===== config.mk =====
export PLATFORM = sky130hd
export DESIGN_NAME = fetch_unit
export DESIGN_NICKNAME = d
export VERILOG_FILES = /design/src/rtl/fetch_unit.sv
export SDC_FILE = /design/constraint.sdc
export NUM_CORES = 1
export LEC_CHECK = 0
export ABC_AREA = 1
export CAP_MARGIN = 0
export CORE_ASPECT_RATIO = 0.7
export CORE_MARGIN = 2
export CORE_UTILIZATION = 30
export CTS_BUF_LIST = sky130_fd_sc_hd__clkbuf_2 sky130_fd_sc_hd__clkbuf_4 sky130_fd_sc_hd__clkbuf_8
export DETAILED_ROUTE_END_ITERATION = 10
export PLACE_DENSITY = 0.57
export SLEW_MARGIN = 20
export SYNTH_ARGS = -nofsm -noshare
export SYNTH_HDL_FRONTEND = slang
export SYNTH_SLANG_ARGS = --single-unit

===== constraint.sdc =====
create_clock -name clock -period 7.1 [get_ports clock]
set_clock_uncertainty 0.15 [all_clocks]
set_input_delay 1.42 -clock clock [delete_from_list [all_inputs] [get_ports clock]]
set_output_delay 1.42 -clock clock [all_outputs]
set_load 0.05 [all_outputs]

===== src/rtl/fetch_unit.sv =====
// Instruction-fetch stage: owns the fetch PC, issues in-order imem requests and
// queues returned words for decode. Optional IF_PERF_EN adds FetchCount/BubbleCount.
module fetch_unit #(
  parameter logic [31:0] RESET_PC = 32'h0000_0000,
  parameter int          DEPTH    = 4,
  parameter logic [31:0] NOP      = 32'h0000_0013
) (
  input  logic        clock,
  input  logic        reset,
  input  logic        Stall,
  input  logic        Redirect,
  input  logic [31:0] RedirectPC,
  output logic        imem_req,
  output logic [31:0] imem_addr,
  input  logic        imem_gnt,
  input  logic        imem_rvalid,
  input  logic [31:0] imem_rdata,
  output logic [31:0] Instruction,
  output logic [31:0] PC_IF,
  output logic        Discard_ID
`ifdef IF_PERF_EN
  ,
  output logic [31:0] FetchCount,
  output logic [31:0] BubbleCount
`endif
);

  localparam int AW = (DEPTH > 1) ? $clog2(DEPTH) : 1;
  localparam int CW = $clog2(DEPTH + 1);
  localparam logic [CW:0] DEPTH_W = (CW+1)'(DEPTH);

  logic [31:0]   fpc_q, fpc_d;
  logic [31:0]   rpc_q, rpc_d;
  logic [CW-1:0] outstanding_q, outstanding_d;
  logic [CW-1:0] drop_q, drop_d;
  logic [CW-1:0] count_q, count_d;
  logic [AW-1:0] head_q, head_d;
  logic [AW-1:0] tail_q, tail_d;
  logic [31:0]   pc_mem_q   [DEPTH];
  logic [31:0]   word_mem_q [DEPTH];

  logic          issue, resp, drop, push, pop, head_valid;
  logic [CW:0]   credit_used;

  // Handshake: a request is issued on a cycle with imem_req & imem_gnt; imem_addr
  // must hold while imem_req is high and ungranted. Each issued request returns
  // exactly one imem_rvalid beat, in issue order, at least one cycle later.
  assign credit_used = {1'b0, outstanding_q} + {1'b0, count_q};
  assign imem_req    = !Redirect && (credit_used < DEPTH_W);
  assign imem_addr   = fpc_q;
  assign issue       = imem_req && imem_gnt;

  // A beat with nothing outstanding is a protocol error and is ignored.
  assign resp = imem_rvalid && (outstanding_q != '0);
  assign drop = resp && (drop_q != '0);
  assign push = resp && !drop && !Redirect;

  assign head_valid  = (count_q != '0) && !Redirect;
  assign pop         = head_valid && !Stall;
  assign Discard_ID  = !head_valid;
  assign Instruction = head_valid ? word_mem_q[head_q] : NOP;
  assign PC_IF       = head_valid ? pc_mem_q[head_q] : 32'h0;

  always_comb begin
    fpc_d         = fpc_q;
    rpc_d         = rpc_q;
    outstanding_d = outstanding_q;
    drop_d        = drop_q;
    count_d       = count_q;
    head_d        = head_q;
    tail_d        = tail_q;
    if (Redirect) begin
      // Everything still in flight after this cycle belongs to the old path.
      fpc_d         = RedirectPC;
      rpc_d         = RedirectPC;
      outstanding_d = outstanding_q - CW'(resp);
      drop_d        = outstanding_q - CW'(resp);
      count_d       = '0;
      head_d        = '0;
      tail_d        = '0;
    end else begin
      if (issue) fpc_d = fpc_q + 32'd4;
      outstanding_d = outstanding_q + CW'(issue) - CW'(resp);
      if (drop) drop_d = drop_q - CW'(1);
      if (push) begin
        rpc_d  = rpc_q + 32'd4;
        tail_d = tail_q + AW'(1);
      end
      if (pop) head_d = head_q + AW'(1);
      count_d = count_q + CW'(push) - CW'(pop);
    end
  end

  always_ff @(posedge clock or negedge reset) begin
    if (!reset) begin
      fpc_q         <= RESET_PC;
      rpc_q         <= RESET_PC;
      outstanding_q <= '0;
      drop_q        <= '0;
      count_q       <= '0;
      head_q        <= '0;
      tail_q        <= '0;
    end else begin
      fpc_q         <= fpc_d;
      rpc_q         <= rpc_d;
      outstanding_q <= outstanding_d;
      drop_q        <= drop_d;
      count_q       <= count_d;
      head_q        <= head_d;
      tail_q        <= tail_d;
    end
  end

  // Queue storage needs no reset: entries are only read while count_q covers them.
  always_ff @(posedge clock) begin
    if (push) begin
      pc_mem_q[tail_q]   <= rpc_q;
      word_mem_q[tail_q] <= imem_rdata;
    end
  end

`ifdef IF_PERF_EN
  logic [31:0] fetch_cnt_q, bubble_cnt_q;

  always_ff @(posedge clock or negedge reset) begin
    if (!reset) begin
      fetch_cnt_q  <= '0;
      bubble_cnt_q <= '0;
    end else begin
      if (pop)        fetch_cnt_q  <= fetch_cnt_q + 32'd1;
      if (Discard_ID) bubble_cnt_q <= bubble_cnt_q + 32'd1;
    end
  end

  assign FetchCount  = fetch_cnt_q;
  assign BubbleCount = bubble_cnt_q;
`endif

endmodule


==> summary.md, run 1 <==
| Metric | Value |
|---|---|
| Run status | `finished, final reports clean` |
| Count of final hold-check violations | `0` |
| Global-route usage over all layers | `0.159` |
| Fraction of final layout cells sized beyond drive strength 1 | `0.0863` |
| Drt pass-1 iters | `5` |
| Area of all sequential standard cells | `9620 sq um` |
| Transition at the pin with the smallest max-transition slack | `1.02 ns` |
| Synth Area per Inst | `10.1 sq um` |
| Filler Cells Inserted | `4897` |
| Worst setup path startpoint | `head_q[0]` |
| CP Launch Type | `flip-flop` |
| CTS clk-pin slew, worst paths | `0.06 ns` |
| Fraction of the mapped netlist area in simple logic gates | `0.193` |
| Worst Setup End Kind | `output port` |
| Count of boundary I/O pins | `168` |
| Number of buffers added to fix hold violations after cts | `0` |
| Maximum ir drop on the vdd rail | `0.000163 V` |
| Rows | `68` |
| Total cell area at the placement stage | `17400 sq um` |
| Post-DR vias/cell | `4.73` |
| Max-cap violations | `0` |
| Critical-path maximum fanout | `80` |
| Detailed Route Iter0 Violations | `894` |
| Post-route design area | `18500 sq um` |
| Layout overhead on the synthesized area | `22.7%` |
| XOR/XNOR share of the synthesized area | `0.0146` |
| Total number of nets in the final design | `1750` |
| Detailed placer's ending HPWL | `26300 um` |
| Fin crit share | `0.755` |
| Leakage | `6.83 nW` |
| Max Root-Sink Buffers | `3` |
| Number of routed nets with antenna violations | `0` |
| Port bufs | `167` |
| Global-route wire length before repair | `64000 um` |
| Gates resized, CTS repair | `0` |
| Placeable core region | `49400 sq um` |
| Cell area after synthesis | `15000 sq um` |
| Via count of the first global-routing pass | `10700` |
| RSZ-0062 raised after global routing | `false` |
| Global route total overflow | `0` |
| Number of sinks on the clock net | `333` |
| Count of final setup violators | `0` |
| Skew-Pair Late Insertion Delay | `0.61 ns` |
| Root buffer cell | `clkbuf_8` |
| Maximum number of pins on one net before global-route repair | `85` |
| Worst-case headroom to the max-slew limit | `0.319` |
| Area of the multi-input gates | `4820 sq um` |
| Arrival time of data at the critical path endpoint | `3.79 ns` |
| Routability-driven placement congestion ratio | `0.847` |
| H-tree depth | `2` |
| Compound-gate portion of the synthesized area | `0.0942` |
| Synth Register Bits | `333` |
| Die Footprint | `52000 sq um` |
| Starting density of the core | `0.304` |
| Number of distinct standard cells referenced by the synthesized netlist | `40` |
| Final Max Tran Viols | `0` |
| TritonCTS buffer count | `52` |
| Hold path startpoint | `imem_addr[0]` |
| Crit Reg-Reg Startpoint | `count_q[1]` |
| Clock tree from TritonCTS | `yes` |
| Critical path class | `flip-flop to output port` |
| Crit path time final | `5.36 ns` |
| Number of enable flip-flop cells after synthesis | `256` |
| Detailed-route DRC error count | `0` |
| Routed length per placed instance | `17.7 um` |
| Net count after synthesis | `1579` |
| Die X-Extent | `272 um` |
| Register area share after synthesis | `0.639` |
| Antenna violations before repair | `0` |
| Share of cell area taken by muxes after synthesis | `0` |
| Required time of the critical path | `5.53 ns` |
| Synth Flop Type | `edfxtp_1` |
| DR vias | `11200` |
| Proportion of synthesized flip-flops having asynchronous set or reset | `0.231` |
| Gate count after technology mapping | `1491` |
| Setup slack of the most critical reg-to-reg path | `3.56 ns` |
| Largest family of logic cells by synthesized area | `simple AND/OR/NAND/NOR gates` |
| Y dimension of the die | `191 um` |
| Setup repair bufs after CTS | `0` |
| Area share of fa/ha/maj cells after synthesis | `0.0160` |
| Final routed wirelength across all metal layers | `41800 um` |
| Yosys synthesis warning count | `0` |
| Setup TNS | `0 ns` |
| Classification of the worst-slack hold path | `flip-flop to flip-flop` |
| Max frequency | `187 MHz` |
| Total power divided by cell area | `335 nW/um^2` |
| Diode count | `0` |
[critical path, cell delays in order (launching register included)]
cell and delay [ns]:
dfrtp_4 0.81, buf_4 0.80, nor2_1 0.11, nor2_1 0.11, o21ai_0 0.21, a21oi_1 0.24, clkdlybuf4s50_1 0.83
[area by class of cell]
class	count	share of cell area
Inverter	91	0.0186
Multi-Input combinational cell	1003	0.261
Timing Repair Buffer	181	0.0965
Clock inverter	23	0.0108
Tap cell	665	0.0451
Sequential cell	333	0.521
Clock buffer	72	0.0472
[state kept, by name, indices dropped and copies added, names as in the netlist]
signal         cells
drop_q             3
outstanding_q      3
count_q            3
pc_mem_q         128
head_q             2
tail_q             2
word_mem_q       128
imem_addr         32
rpc_q             32
[through the flow]
stage                util  power, W  setup slack [ns]  instances  hold WS, ns
floorplan               -   0.00384              1.90       1491        0.326
CTS                 0.374   0.00625              1.68       2368        0.355
global route        0.374   0.00653              1.43       2368        0.391
global placement    0.352   0.00452              2.25       2273        0.331
finish              0.374   0.00618              1.74       2368        0.348
detailed placement  0.352   0.00455              2.15       2273        0.338
[per-layer routing]
layer,vias to the layer above,GRT usage,part of all wire
met1,5382,0.235,0.48
met5,-,0,0
met2,354,0.236,0.43
met4,0,0.0304,0.012
li1,5407,-,-
met3,46,0.0404,0.078
[kinds of logic after synthesis]
logic type,count (synthesis)
adder cells (fa/ha/maj),18
AND/OR/NAND/NOR,694
buffers and inverters,155
flip-flops,333
XOR/XNOR,25
AO/OA/AOI/OAI,266
[path summary, 6_finish.rpt]
kind                            cells after the start             to
worst min register to register                      2   imem_addr[0]
worst min-delay path                                2   imem_addr[0]
max in group asynchronous                           2      head_q[0]
worst max-delay path                                6      PC_IF[13]
min in group asynchronous                           1  imem_addr[20]
worst max register to register                     12     count_q[2]
[cells in the final DEF (no fill, tap or decap), drive strengths merged]
cell type      Yosys  routed
nor2             343     343
edfxtp           256     256
nand2            247     247
clkdlybuf4s50      0     165
o21ai            156     156
inv               91      91
a21oi             80      80
dfrtp             77      77
nand3             72      72
clkbuf            27      72
xor2              20      20
clkinv             0      19
ha                16      16
buf               37      16
nor3              11      11
nand4             11      11
o211ai             9       9
o21bai             8       8
xnor2              5       5
or2                5       5
nand3b             4       4
o221ai             4       4
a31oi              4       4
o311ai             3       3
bufinv             0       3
fa                 2       2
and3               1       1
o21a               1       1
a21o               1       1
clkinvlp           0       1
[synth_stat cells (5+ instances only)]
cell type / count / area, sq um
nand4_1: 11 / 68.8
xnor2_1: 5 / 43.8
nand3_1: 70 / 350
nor2_4: 5 / 56.3
xor2_1: 20 / 175
buf_1: 8 / 30.0
dfrtp_1: 77 / 1930
inv_2: 7 / 26.3
o21ai_0: 148 / 741
edfxtp_1: 256 / 7690
o21ai_1: 7 / 35.0
o21bai_1: 8 / 60.1
a21oi_1: 79 / 395
nand2_1: 239 / 897
o211ai_1: 9 / 67.6
buf_2: 23 / 115
ha_1: 16 / 200
inv_1: 84 / 315
clkbuf_1: 27 / 101
nor3_1: 11 / 55.1
nor2_1: 323 / 1210
nor2_2: 14 / 87.6
[where the power goes]
group | switching [W] | internal (W)
Combinational | 0.00137 | 0.000601
Sequential | 0.000245 | 0.00228
Clock | 0.000771 | 0.000909
Total | 0.00239 | 0.00379
No activity file was read; power rests on OpenSTA's default activity.
==> inputs of run 2 (changes only) <==
- PLACE_DENSITY: 0.57 -> 0.59
- clock period: 7.1 -> 4.5 ns (I/O delays scaled with it)
==> run 2 against run 1 <==
- clock-buffer cell count rose by 1
- largest power group unchanged
- setup slack got worse by 1.0 ns
- hold slack got worse by 0.15 ns
- sequential share of layout area fell by 0.74 points
==> summary.md, run 2 (synthesized netlist as in run 1, its figures left out) <==
| Metric | Value |
|---|---|
| Routed length per placed instance | `17.4 um` |
| Diode count | `0` |
| RSZ-0062 raised after global routing | `false` |
| Critical path class | `flip-flop to output port` |
| Port bufs | `167` |
| Placeable core region | `49400 sq um` |
| Detailed placer's ending HPWL | `26400 um` |
| Final routed wirelength across all metal layers | `41400 um` |
| Share of the core filled with cells | `0.379` |
| Area of the multi-input gates | `4820 sq um` |
| Commonest cells after routing, fill and taps aside | `nor2_1, edfxtp_1, nand2_1` |
| Final Max Tran Viols | `0` |
| Gates resized, CTS repair | `0` |
| Run status | `finished, final reports clean` |
| Via count of the first global-routing pass | `10700` |
| Fin crit share | `0.837` |
| Detailed Route Iter0 Violations | `982` |
| Fraction of final layout cells sized beyond drive strength 1 | `0.130` |
| H-tree depth | `2` |
| Max frequency | `266 MHz` |
| Max Root-Sink Buffers | `3` |
| Clock tree from TritonCTS | `yes` |
| Count of final setup violators | `0` |
| Combinational fraction of design power | `0.324` |
| Count of final hold-check violations | `0` |
| Skew-Pair Late Insertion Delay | `0.61 ns` |
| Starting density of the core | `0.304` |
| Root buffer cell | `clkbuf_8` |
| Drt pass-1 iters | `5` |
| Die Footprint | `52000 sq um` |
| Classification of the worst-slack hold path | `primary input to asynchronous set/reset pin` |
| DR vias | `11300` |
| Detailed-route DRC error count | `0` |
| Placement-stage worst setup slack | `0.966 ns` |
| Max-cap violations | `0` |
| Y dimension of the die | `191 um` |
| Global route total overflow | `0` |
| Number of sinks on the clock net | `333` |
| Regs by FF count | `pc_mem_q (128), word_mem_q (128)` |
| Crit path time final | `3.76 ns` |
| Routability-driven placement congestion ratio | `0.821` |
| CTS clk-pin slew, worst paths | `0.06 ns` |
| Worst Setup End Kind | `output port` |
| Global-route wire length before repair | `62700 um` |
| Rows | `68` |
| Maximum ir drop on the vdd rail | `0.000216 V` |
| Most frequent standard cell in the layout excluding fill and tap cells | `nor2_1` |
| Cell internal pwr | `0.00622 W` |
| Crit path max-delay cell type | `o21ai_4` |
| Worst-case headroom to the max-slew limit | `0.426` |
| TritonCTS buffer count | `52` |
| Crit-path max cell delay | `0.51 ns` |
| Transition at the pin with the smallest max-transition slack | `0.861 ns` |
| Total power divided by cell area | `536 nW/um^2` |
| Critical-path maximum fanout | `49` |
| Setup repair bufs after CTS | `0` |
| Global-route usage over all layers | `0.155` |
| Arrival time of data at the critical path endpoint | `2.71 ns` |
| Chain of cells forming the critical path | `nor2_1, inv_1, o21ai_4, buf_12, inv_1, o311ai_0, buf_12` |
| Count of boundary I/O pins | `168` |
| Die X-Extent | `272 um` |
| CP Launch Type | `flip-flop` |
| Buffering stage count on the worst path with inverters included | `4` |
| Leakage | `7.11 nW` |
| Number of routed nets with antenna violations | `0` |
| Required time of the critical path | `3.45 ns` |
| Share of power burned in the clock network | `0.280` |
| Total number of nets in the final design | `1756` |
| Layout overhead on the synthesized area | `24.5%` |
| Maximum number of pins on one net before global-route repair | `65` |
| Area of all sequential standard cells | `9620 sq um` |
| Net switching power figure | `0.00382 W` |
| Switching portion of total power | `0.381` |
| Post-DR vias/cell | `4.74` |
| Antenna violations before repair | `0` |
| Number of buffers added to fix hold violations after cts | `0` |
| Final Worst Setup Slack | `0.735 ns` |
| Crit-path leading delay family | `buffers and inverters` |
| Sequential share of power | `0.396` |
| Filler Cells Inserted | `4830` |
## run 2: cell count changes in the layout (fill, tap and decap cells not counted), moves of 2 or more
cell / previous run / this run
clkdlybuf4s50_1: 165 / 100
buf_4: 14 / 60
buf_12: 1 / 26
clkbuf_8: 53 / 56
clkinv_1: 13 / 10
clkinv_2: 5 / 8
bufinv_16: 3 / 5
clkbuf_4: 19 / 17
## run 2: final cells by class
cell class / instances / share of cell area
sequential: 333 / 0.513
multi-input combinational: 1003 / 0.257
timing repair buffer: 187 / 0.106
clock buffer: 73 / 0.0480
tap: 665 / 0.0444
inverter: 91 / 0.0184
clock inverter: 23 / 0.0130
## run 2: path summary, 6_finish.rpt
check / start / end / slack (ns) / depth (start not counted)
worst min register to register: imem_addr[1] / imem_addr[1] / 0.33 / 2
worst max-delay path: count_q[1] / Instruction[0] / 0.74 / 7
min in group clock: imem_addr[1] / imem_addr[1] / 0.33 / 2
worst max register to register: outstanding_q[2] / outstanding_q[2] / 1.57 / 13
worst min-delay path: reset / imem_addr[19] / 0.20 / 1
max in group asynchronous: reset / rpc_q[27] / 3.16 / 2
## run 2: power groups by stage
| stage | Clock (W) | Sequential, W | Combinational, W |
|---|---|---|---|
| after floorplan | 0 | 0.00412 | 0.00194 |
| after global placement | 0 | 0.00402 | 0.00325 |
| after detailed placement | 0 | 0.00402 | 0.00328 |
| after CTS | 0.00288 | 0.00396 | 0.00329 |
| after global routing | 0.00301 | 0.00401 | 0.00353 |
| final | 0.00281 | 0.00397 | 0.00326 |
## run 2: routing by layer
layer	GRT usage	share of wire
met3	0.0312	0.070
met5	0	0
met2	0.238	0.44
met4	0.0349	0.015
met1	0.227	0.48
## run 2: through the flow
| stage | power, W | hold WS, ns | cells | cell area, sq um | TNS [ns] |
|---|---|---|---|---|---|
| after global placement | 0.00726 | 0.308 | 2279 | 17600 | 0 |
| after detailed placement | 0.00730 | 0.318 | 2279 | 17600 | 0 |
| final | 0.0100 | 0.199 | 2375 | 18700 | 0 |
| after floorplan | 0.00606 | 0.326 | 1491 | 15000 | -44.92 |
| after CTS | 0.0101 | 0.201 | 2375 | 18700 | 0 |
| after global routing | 0.0105 | 0.228 | 2375 | 18700 | 0 |
## run 2: worst reg2reg max path: stages, from the launching register on
cell and delay [ns]:
dfrtp_1 0.41, ha_1 0.30, nor2_1 0.10, nand2_1 0.09, nor2_4 0.14, nand2_4 0.14, ha_1 0.32, inv_1 0.04
ha_1 0.18, fa_1 0.38, xor2_1 0.16, or2_2 0.28, nand3_1 0.07, nand2_1 0.05
==> inputs of run 3 (changes only) <==
- clock period: 4.5 -> 3.4 ns (I/O delays scaled with it)
==> run 3 against run 2 <==
- sequential power is 31% higher
- via count is 0.57% lower
- critical path type unchanged
- non-clock buffer count is 9 higher
- utilization is 0.086 points lower
- clock power is 23% higher
==> summary.md, run 3 (synthesized netlist as in run 1, its figures left out) <==
| Metric | Value |
|---|---|
| Port bufs | `167` |
| Commonest cells after routing, fill and taps aside | `nor2_1, edfxtp_1, nand2_1` |
| Chain of cells forming the critical path | `buf_16, nor2_1, nor2_1, o21ai_0, a21oi_1, buf_4` |
| Most frequent standard cell in the layout excluding fill and tap cells | `nor2_1` |
| Diode count | `0` |
| Crit path time final | `3.27 ns` |
| Routed length per placed instance | `17.2 um` |
| Share of the core filled with cells | `0.378` |
| Clock tree from TritonCTS | `yes` |
| Hold Worst Slack | `0.336 ns` |
| Max-cap violations | `0` |
| Global route total overflow | `0` |
| Crit-path max cell delay | `0.45 ns` |
| Detailed Route Iter0 Violations | `969` |
| Run status | `finished, final reports clean` |
| Detailed-route DRC error count | `0` |
| Final routed wirelength across all metal layers | `40900 um` |
| Critical-path maximum fanout | `129` |
| TritonCTS buffer count | `52` |
| Final cell count without fillers | `2382` |
| Global-route usage over all layers | `0.155` |
| Required time of the critical path | `2.57 ns` |
| Count of boundary I/O pins | `168` |
| Maximum number of pins on one net before global-route repair | `130` |
| Crit-path most repeated cell | `nor2_1` |
| CTS clk-pin slew, worst paths | `0.06 ns` |
| Count of final hold-check violations | `0` |
| Number of sinks on the clock net | `333` |
| Worst-case headroom to the max-slew limit | `0.400` |
| RSZ-0062 raised after global routing | `false` |
| Maximum ir drop on the vdd rail | `0.000426 V` |
| Skew-Pair Late Insertion Delay | `0.60 ns` |
| H-tree depth | `2` |
| Fin crit share | `0.961` |
| Crit path max-delay cell type | `dfrtp_4` |
| Detailed placer's ending HPWL | `26300 um` |
| Setup TNS | `0 ns` |
| Critical path class | `flip-flop to output port` |
| Placeable core region | `49400 sq um` |
| Die X-Extent | `272 um` |
| Classification of the worst-slack hold path | `flip-flop to flip-flop` |
| Total power divided by cell area | `699 nW/um^2` |
| Y dimension of the die | `191 um` |
| Total power after layout | `0.0131 W` |
| Rows | `68` |
| Drt pass-1 iters | `5` |
| Die Footprint | `52000 sq um` |
| Antenna violations before repair | `1` |
| Filler Cells Inserted | `4786` |
| Total number of nets in the final design | `1765` |
| Via count of the first global-routing pass | `10700` |
| Transition at the pin with the smallest max-transition slack | `0.900 ns` |
| Fraction of final layout cells sized beyond drive strength 1 | `0.135` |
| Global-route wire length before repair | `62300 um` |
| Number of routed nets with antenna violations | `0` |
| Count of final setup violators | `0` |
| Routability-driven placement congestion ratio | `0.853` |
| Starting density of the core | `0.304` |
| Arrival time of data at the critical path endpoint | `2.44 ns` |
| Regs by FF count | `pc_mem_q (128), word_mem_q (128)` |
| Root buffer cell | `clkbuf_8` |
| Worst Setup End Kind | `output port` |
| Setup repair bufs after CTS | `0` |
| Max frequency | `306 MHz` |
| Leakage | `7.11 nW` |
| DR vias | `11200` |
| CP Launch Type | `flip-flop` |
| Layout overhead on the synthesized area | `24.2%` |
| Max Root-Sink Buffers | `3` |
| Post-DR vias/cell | `4.70` |
| Total placed cells including tap cells | `2287` |
| Final Max Tran Viols | `0` |
[run 3: what timing repair did]
action	CTS	global route
hold buffers	1	0
resized for setup	0	3
endpoints found under the hold margin	37	0
setup endpoints to repair	0	8
[run 3: power breakdown]
part           switching, W  leakage, nW  total, W  internal, W
combinational       0.00300         3.31   0.00440      0.00140
sequential         0.000436         3.24   0.00521      0.00477
clock               0.00157        0.562   0.00345      0.00188
[run 3: path summary, 6_finish.rpt]
path                             startpoint  slack (ns)          endpoint  depth (start not counted)
min in group asynchronous             reset        0.47     imem_addr[12]                          2
max reg2reg                outstanding_q[2]        0.51  outstanding_q[2]                         13
max                               head_q[0]        0.13   Instruction[18]                          6
min reg2reg                    imem_addr[0]        0.34      imem_addr[0]                          2
max in group asynchronous             reset        1.98         rpc_q[31]                          3
min                            imem_addr[0]        0.34      imem_addr[0]                          2
[run 3: per-stage QoR]
step	worst slack (ns)	cell area (sq um)
3_5_place_dp	0.264	17600
5_1_grt	0.0112	18700
2_1_floorplan	-1.06	15000
4_1_cts	0.0839	18700
6_report	0.133	18700
3_3_place_gp	0.339	17600
[run 3: routing by layer]
layer | share of wire | global-route usage
met5 | 0.00029 | 0
met4 | 0.013 | 0.0315
met3 | 0.069 | 0.0374
met2 | 0.43 | 0.234
met1 | 0.48 | 0.227
[run 3: worst max-delay path, delay by kind of cell (launching register included)]
kind            cells  cell delay, ns
simple gates        2            0.20
compound gates      2            0.38
flops               1            0.45
buf+inv             2            0.65
[run 3: area by class of cell]
type,count,area [sq um],area share
Sequential cell,333,9620,0.515
Multi-Input combinational cell,1003,4820,0.258
Timing Repair Buffer,196,2010,0.108
Inverter,91,344,0.0184
Clock inverter,20,145,0.00777
Clock buffer,74,912,0.0488
Tap cell,665,832,0.0445
